===== src/rtl/sha_multi_state_if.sv =====
// Memory-mapped access port of the SHA chaining-state accumulator.
// Single-cycle valid/ready handshake with byte strobes.
interface sha_multi_state_if #(
  parameter int DATA_W = 32,
  parameter int IDX_W  = 3
);
  logic                  valid;
  logic [IDX_W-1:0]      addr;
  logic [DATA_W/8-1:0]   wstrb;
  logic [DATA_W-1:0]     wdata;
  logic                  ready;
  logic [DATA_W-1:0]     rdata;

  modport master (
    output valid, addr, wstrb, wdata,
    input  ready, rdata
  );

  modport slave (
    input  valid, addr, wstrb, wdata,
    output ready, rdata
  );
endinterface


===== src/rtl/sha_multi_state.sv =====
// Multi-lane chaining-state accumulator for the Versat SHA datapath.
// Streams in0 into LANES state words (add or load) after a delay.
module sha_multi_state #(
  parameter int DATA_W = 32,
  parameter int LANES  = 8,
  parameter int IDX_W  = $clog2(LANES)
) (
  input  logic                    clk,
  input  logic                    rst,
  input  logic                    run,
  output logic                    done,
  input  logic                    mode,
  input  logic [31:0]             delay0,
  input  logic [DATA_W-1:0]       in0,
  output logic [DATA_W-1:0]       out0,
  output logic [LANES*DATA_W-1:0] currentValue,
  sha_multi_state_if.slave        mm
);

  localparam int NB = DATA_W / 8;

  localparam logic [1:0] S_IDLE  = 2'd0;
  localparam logic [1:0] S_DELAY = 2'd1;
  localparam logic [1:0] S_ACC   = 2'd2;

  localparam logic [IDX_W:0]   LANES_C = (IDX_W+1)'(LANES);
  localparam logic [IDX_W-1:0] LAST    = IDX_W'(LANES - 1);

  logic [DATA_W-1:0] lane_q [LANES];
  logic [DATA_W-1:0] lane_d [LANES];

  logic [1:0]        state_q, state_d;
  logic [IDX_W-1:0]  idx_q, idx_d;
  logic [31:0]       cnt_q, cnt_d;
  logic              mode_q, mode_d;
  logic              ready_q;
  logic [DATA_W-1:0] rdata_q, rdata_d;
  logic              acc_en;
  logic              hit;

  assign hit = {1'b0, mm.addr} < LANES_C;

  always_comb begin
    state_d = state_q;
    idx_d   = idx_q;
    cnt_d   = cnt_q;
    mode_d  = mode_q;
    acc_en  = 1'b0;
    // A run pulse restarts from any state and wins over the cycle's work
    if (run) begin
      mode_d = mode;
      idx_d  = '0;
      if (delay0 == 32'd0) begin
        state_d = S_ACC;
      end else begin
        state_d = S_DELAY;
        cnt_d   = delay0 - 32'd1;
      end
    end else begin
      unique case (state_q)
        S_DELAY: begin
          if (cnt_q == 32'd0) state_d = S_ACC;
          else                cnt_d   = cnt_q - 32'd1;
        end
        S_ACC: begin
          acc_en = 1'b1;
          if (idx_q == LAST) begin
            state_d = S_IDLE;
            idx_d   = '0;
          end else begin
            idx_d = idx_q + IDX_W'(1);
          end
        end
        default: ;
      endcase
    end
  end

  always_comb begin
    lane_d = lane_q;
    if (mm.valid && hit) begin
      for (int b = 0; b < NB; b++) begin
        if (mm.wstrb[b]) lane_d[mm.addr][8*b +: 8] = mm.wdata[8*b +: 8];
      end
    end
    // Stream update is applied last so it beats a same-lane bus write
    if (acc_en) begin
      lane_d[idx_q] = mode_q ? in0 : lane_q[idx_q] + in0;
    end
  end

  always_comb begin
    rdata_d = '0;
    if (mm.valid && hit && (mm.wstrb == '0)) rdata_d = lane_q[mm.addr];
  end

  always_ff @(posedge clk) begin
    if (rst) begin
      state_q <= S_IDLE;
      idx_q   <= '0;
      cnt_q   <= '0;
      mode_q  <= 1'b0;
      ready_q <= 1'b0;
      rdata_q <= '0;
      for (int k = 0; k < LANES; k++) lane_q[k] <= '0;
    end else begin
      state_q <= state_d;
      idx_q   <= idx_d;
      cnt_q   <= cnt_d;
      mode_q  <= mode_d;
      ready_q <= mm.valid;
      rdata_q <= rdata_d;
      for (int k = 0; k < LANES; k++) lane_q[k] <= lane_d[k];
    end
  end

  assign done     = (state_q == S_IDLE);
  assign out0     = lane_q[idx_q];
  assign mm.ready = ready_q;
  assign mm.rdata = rdata_q;

  for (genvar k = 0; k < LANES; k++) begin : g_cv
    assign currentValue[k*DATA_W +: DATA_W] = lane_q[k];
  end

endmodule


===== src/flat_wrapper.sv =====
// flat-port wrapper written by rule: the top's interface ports become plain ports
module sha_multi_state_flat 
#(
  parameter int DATA_W = 32,
  parameter int LANES  = 8,
  parameter int IDX_W  = $clog2(LANES)
)
  (clk, rst, run, done, mode, delay0, in0, out0, currentValue, mm_valid, mm_addr, mm_wstrb, mm_wdata, mm_ready, mm_rdata);
  sha_multi_state_if #(.DATA_W(DATA_W), .IDX_W(IDX_W)) mm_i ();
  input  logic clk;
  input  logic rst;
  input  logic run;
  output logic done;
  input  logic mode;
  input  logic [31:0] delay0;
  input  logic [DATA_W-1:0] in0;
  output logic [DATA_W-1:0] out0;
  output logic [LANES*DATA_W-1:0] currentValue;
  input wire logic [$bits(mm_i.valid)-1:0] mm_valid;
  input wire logic [$bits(mm_i.addr)-1:0] mm_addr;
  input wire logic [$bits(mm_i.wstrb)-1:0] mm_wstrb;
  input wire logic [$bits(mm_i.wdata)-1:0] mm_wdata;
  output wire logic [$bits(mm_i.ready)-1:0] mm_ready;
  output wire logic [$bits(mm_i.rdata)-1:0] mm_rdata;
  assign mm_i.valid = mm_valid;
  assign mm_i.addr = mm_addr;
  assign mm_i.wstrb = mm_wstrb;
  assign mm_i.wdata = mm_wdata;
  assign mm_ready = mm_i.ready;
  assign mm_rdata = mm_i.rdata;
  sha_multi_state #(.DATA_W(DATA_W), .LANES(LANES), .IDX_W(IDX_W)) u_core (.clk(clk), .rst(rst), .run(run), .done(done), .mode(mode), .delay0(delay0), .in0(in0), .out0(out0), .currentValue(currentValue), .mm(mm_i));
endmodule

===== config.mk =====
export PLATFORM = sky130hd
export DESIGN_NAME = sha_multi_state_flat
export DESIGN_NICKNAME = d
export VERILOG_FILES = /design/src/rtl/sha_multi_state_if.sv /design/src/rtl/sha_multi_state.sv /design/src/flat_wrapper.sv
export SDC_FILE = /design/constraint.sdc
export NUM_CORES = 1
export LEC_CHECK = 0
export CORE_UTILIZATION = 52
export CTS_BUF_LIST = sky130_fd_sc_hd__clkbuf_8 sky130_fd_sc_hd__clkbuf_16
export CTS_CLUSTER_SIZE = 8
export DETAILED_ROUTE_END_ITERATION = 10
export PLACE_DENSITY = 0.81
export SLEW_MARGIN = 30
export SYNTH_ARGS = -nofsm -noshare
export SYNTH_HDL_FRONTEND = slang
export SYNTH_SLANG_ARGS = --single-unit

===== constraint.sdc =====
create_clock -name clk -period 5.8 [get_ports clk]
set_input_delay 1.16 -clock clk [delete_from_list [all_inputs] [get_ports clk]]
set_output_delay 1.16 -clock clk [all_outputs]
set_load 0.005 [all_outputs]

======== Word-level counts from Yosys, hierarchy flattened ========
Cells that the tools add are included.
operators by class
  add/sub/neg operators ................... 4
  $lt $le $gt $ge ......................... 4
  eq/ne operators ......................... 7
  multiplexer cells ....................... 43
  bitwise operators ....................... 3
  reductions and logical operators ........ 13
operators by type and width
  kind                   number
  $mux 256               9
  $bwmux 256             5
  $demux 32 s3           5
  $mux 32                11
  $bmux 32 s3            2
  $logic_not 32->1       2
  $sub 32x1->32 const B  2
  $add 32x32->32         1
  $mux 24                1
  $mux 16                1
  $ge 4x4->1 const B     2
  $lt 4x1->1 const B     2
  $mux 2                 4
  $mux 8                 1
  $not 3->4              2
  $ne 3x2->1 const B     2
  $reduce_and 3->1       2
  $logic_not 4->1        1
  $ne 2x2->1 const B     2
  $pmux 2 s2             1
  $reduce_or 2->1        2
  $add 3x1->3 const B    1
  $eq 3x3->1 const B     1
  $logic_and 1x1->1      3
  other kinds (8)        9
word-level totals
  bits in registers ....................... 327
  logic and storage cells ................. 88

======== Logic depth before layout (Yosys ltp) ========
  depth after elaboration ................. 19
  gate-level depth with buffers ........... 17
  gate-level depth less buffers ........... 14

======== Least setup slack after synthesis ========
OpenSTA, ideal clock, no wires.
  kind .................................... input to register
  start ................................... input port run
  end ..................................... register u_core.cnt_q[14]
  setup time .............................. 128 ps
  arrival ................................. 4,687 ps
  data required time ...................... 5,672 ps
  setup slack ............................. 986 ps
  stages .................................. 16
  path buffers ............................ 7
  cells stage by stage .................... buf_2 -> buf_2 -> buf_1 -> clkbuf_1 -> clkbuf_1 -> buf_1 -> mux2i_1 -> ha_1 -> buf_1 -> o221ai_1 -> a211oi_1 -> a21boi_1 -> xor2_1 -> a22o_1 -> a22oi_1 -> nor2_1
between the ends
  longest elaborated chain between the ends .. 2
ends and longest elaborated chain
  what                                                              line                    RTL
  start: declaration                                                flat_wrapper.sv:12      input logic run;
  $ne 2x2->1 (no line) / $reduce_bool 2->1 (equally long branches)  --
  $reduce_and 3->1 (no line)                                        --
  end signal: assignment                                            sha_multi_state.sv:109  cnt_q <= cnt_d;
  end: declaration                                                  sha_multi_state.sv:34   logic [31:0] cnt_q, cnt_d;
Several ways; a longest one is shown, not always the timed one.
A chain may end at the register's enable or synchronous reset.

======== Final worst setup path ========
  start ................................... register u_core.idx_q[1]
  end ..................................... register u_core.lane_q (netlist bit u_core.currentValue[244])
between the ends
  longest elaborated chain between the ends .. 8
ends and longest elaborated chain
  what                                         line                    RTL
  start: declaration                           sha_multi_state.sv:33   logic [IDX_W-1:0] idx_q, idx_d;
  start signal: assignment                     sha_multi_state.sv:108  idx_q <= idx_d;
  $not 3->4 *                                  sha_multi_state.sv:88   lane_d[idx_q] = mode_q ? in0 : lane_q[idx_q] + in0;
  $bmux 32 s3                                  sha_multi_state.sv:88
  $mux 32 (implied by the code) (2 in series)  sha_multi_state.sv:88
  $add 32x32->32                               sha_multi_state.sv:88
  $mux 32                                      sha_multi_state.sv:88
  $bwmux 256 *                                 sha_multi_state.sv:88
  $mux 256 *                                   sha_multi_state.sv:87   if (acc_en) begin
  end: declaration                             sha_multi_state.sv:29   logic [DATA_W-1:0] lane_q [LANES];
Mark *: on every way between the ends. The rest lies on a longest branch, timed or not. The select of a mux whose other input is x is not followed.

==> metrics.yaml <==
status:
  outcome: "complete, no violations"
sta:
  timing.final.crit_share: 0.828
  grt_setup_unrepaired: "false"
  period_needed_ns: 4.80
  setup_viol: 0
  slew_headroom: 0.287
  maxSlewViolCount: 0
  finalClockSkew_ns: 0.0282
  hold_viol_final: 0
  totalNegativeSetupSlack_ns: 0
  max_freq_ghz: 0.208
  worst_slew_pin_slew_ns: 1.07
logic_synthesis:
  ys_dominant_reg_cell: "dfxtp_1"
  synth_async_sr_flop_share: 0
  netlist_area_mm2: 0.0200
  yosys-top-cells-area: "dfxtp_1 33%, a211oi_1 12%, a22oi_1 9.3%, mux2i_1 8.3%, nor2_1 4.9%"
  netlist_instances: 2426
  post_synth_num_cell_types: 79
  yosysTopAreaCell: "dfxtp_1"
  yosysTopAreaCellShare: 0.327
  ys_seq_area_frac: 0.327
  synth_nets: 2569
  synth_area_per_cell_um2: 8.25
  yosysWarnings: 0
  ys_seq_elements: 327
  synth-edff-count: 0
setup_path:
  slowest_delay_ns: 0.66
  crit_required_ns: 6.20
  end_kind: "flip-flop"
  crit_slowest_cell: "mux2i_1"
  crit_path_cell_trace: "nor3b_2 -> buf_4 -> a22oi_1 -> nand4_1 -> ha_1 -> inv_1 -> fa_1 -> nor2b_1 -> o2111ai_1 -> and4_1 -> nor2_1 -> a41oi_1 -> xnor2_1 -> mux2i_1 -> a211oi_1"
  cp_data_arrival_time_ns: 5.20
  path_max_fanout: 34
  worstSetupPathType: "reg2reg"
  cp-start-kind: "flip-flop"
drt:
  wire_per_inst_um: 29.4
  final_antenna_net_count: 0
  viasPerCell: 7.24
  first_pass_iters: 8
  drt-initial-drc-count: 3355
  drt_wl_total_um: 95300
  vias: 23500
  drc: 0
clocking:
  cts_resized: 0
  cts_setup_buffers: 0
  cts.sinks: 327
  h-tree-depth: 2
  cts_tree: "built"
  cts-root-buf: "clkbuf_16"
  holdBufCountCts: 0
  cts_inserted_buffers: 46
  path_clk_slew_ns: 0.05
  cts_buffer_depth: 3
  clk_latency_ns: 0.57
flow_run:
  cap_violations: 0
floorplan:
  initial_utilization: 0.530
  die-height_um: 198
  die_w_um: 198
  fp.coreArea_mm2: 0.0378
  die-area_mm2: 0.0393
  io_pins: 430
  rows: 71
power_and_ir_drop:
  irDropWorstVdd_mv: 0.189
  power.density_mw_per_mm2: 221
  cellInternalPower_mw: 4.07
  totalPowerFinal_mw: 5.72
  power_leakage_nw: 8.57
  switching_power_mw: 1.66
  switching_share: 0.290
  p_comb_frac: 0.161
  clkPwrFrac: 0.424
  power.share.sequential: 0.415
finish:
  drive_gt1_frac: 0.0604
  area_delta_synth_final_pct: 29.3
  nets: 2872
  design_area_mm2: 0.0259
placement:
  hpwlAfterDp_um: 64800
  port_buffers: 429
  globalplace.congestion: 1.02
  post_dp_cell_area_mm2: 0.0247
hold_path:
  hp-class: "reg2reg"
global_routing:
  grt.overflow.total: 0
  grt_max_degree: 145
  grt_first_pass_wirelength_um: 139000
  grt_pass1_vias: 22400
  grt_use_total: 0.469
  antenna_found_initial: 5
==> kinds of logic after synthesis <==
kind of cell             after synthesis  share of synthesized area
AO/OA/AOI/OAI                        920                      0.331
XOR/XNOR                              49                     0.0214
adder cells (fa/ha/maj)               35                     0.0223
buffers and inverters                255                     0.0483
flip-flops                           327                      0.327
multiplexers                         169                     0.0847
AND/OR/NAND/NOR                      671                      0.165
==> final timing paths <==
path	from	endpoint	depth (start not counted)	slack, ns
worst max-delay path	u_core.idx_q[1]	u_core.currentValue[244]	15	1.0
worst min-delay path	u_core.cnt_q[9]	u_core.cnt_q[9]	2	0.49
worst max register to register	u_core.idx_q[1]	u_core.currentValue[244]	15	1.0
worst min register to register	u_core.cnt_q[9]	u_core.cnt_q[9]	2	0.49
==> synthesized netlist by cell type, types with 26 or more instances <==
library cell / instances
a211oi_1: 319
a21oi_1: 76
a22oi_1: 249
a41oi_1: 26
buf_1: 44
clkbuf_1: 190
dfxtp_1: 327
ha_1: 34
mux2i_1: 165
nand2_1: 108
nand4_1: 40
nor2_1: 260
nor2b_1: 103
nor3_1: 32
o21ai_0: 76
xnor2_1: 27
==> cells in the final DEF, fill, tap and decap left out, types with 19 or more instances in the layout <==
| cell | n |
|---|---|
| clkdlybuf4s50_1 | 427 |
| dfxtp_1 | 326 |
| a211oi_1 | 319 |
| a22oi_1 | 249 |
| nor2_1 | 243 |
| mux2i_1 | 165 |
| nand2_1 | 108 |
| nor2b_1 | 103 |
| a21oi_1 | 76 |
| o21ai_0 | 76 |
| buf_4 | 63 |
| clkbuf_16 | 47 |
| nand4_1 | 40 |
| ha_1 | 34 |
| nor3_1 | 30 |
| xnor2_1 | 27 |
| a41oi_1 | 26 |
| a21o_1 | 22 |
| a311oi_1 | 22 |
| xor2_1 | 22 |
| nor4_1 | 19 |
==> critical path: cells and delay by family, from the launching register on <==
family          cells  cell delay (ns)
fa+ha+maj           2             0.60
compound gates      4             0.87
mux                 1             0.66
buf+inv             2             0.64
flops               1             0.52
simple gates        5             1.13
xor+xnor            1             0.21
==> final cells by class <==
type | instances | area (um2)
Timing Repair Buffer | 494 | 4820
Multi-Input combinational cell | 1844 | 12600
Fill cell | 3037 | 11900
Sequential cell | 327 | 6550
Antenna cell | 1 | 2.50
Clock buffer | 47 | 1180
Tap cell | 511 | 639
Clock inverter | 3 | 36.3
Inverter | 16 | 60.1
==> power by group through the flow <==
stage / Combinational (mW) / Clock (mW) / Sequential (mW)
floorplan: 0.507 / 0 / 2.39
global placement: 0.861 / 0 / 2.41
detailed placement: 0.878 / 0 / 2.41
CTS: 0.884 / 2.41 / 2.37
global route: 0.965 / 2.50 / 2.37
finish: 0.921 / 2.43 / 2.37
==> state kept, by name, summed over array words and instances, names as in the netlist <==
| name | count |
|---|---|
| u_core.currentValue | 256 |
| u_core.mm.rdata | 32 |
| u_core.mode_q | 1 |
| u_core.idx_q | 3 |
| u_core.cnt_q | 32 |
| u_core.mm.ready | 1 |
| u_core.state_q | 2 |
==> metrics by stage <==
stage               std cells  hold WS [ns]  setup WS, ns  utilization
floorplan                2426         0.442         0.986            -
global placement         3191         0.464          1.07        0.652
detailed placement       3192         0.477         0.908        0.653
CTS                      3242         0.484         0.894        0.685
global route             3243         0.509         0.742        0.686
finish                   3243         0.489         0.996        0.686
==> per-layer routing <==
layer / GRT usage / vias to the layer above / share of wire
met5: 0 / - / 0.00055
met4: 0.237 / 8 / 0.058
met3: 0.149 / 499 / 0.16
met2: 0.684 / 2104 / 0.41
met1: 0.617 / 11000 / 0.37
li1: - / 9892 / -
Note: power is estimated with default switching activity, not from simulation.
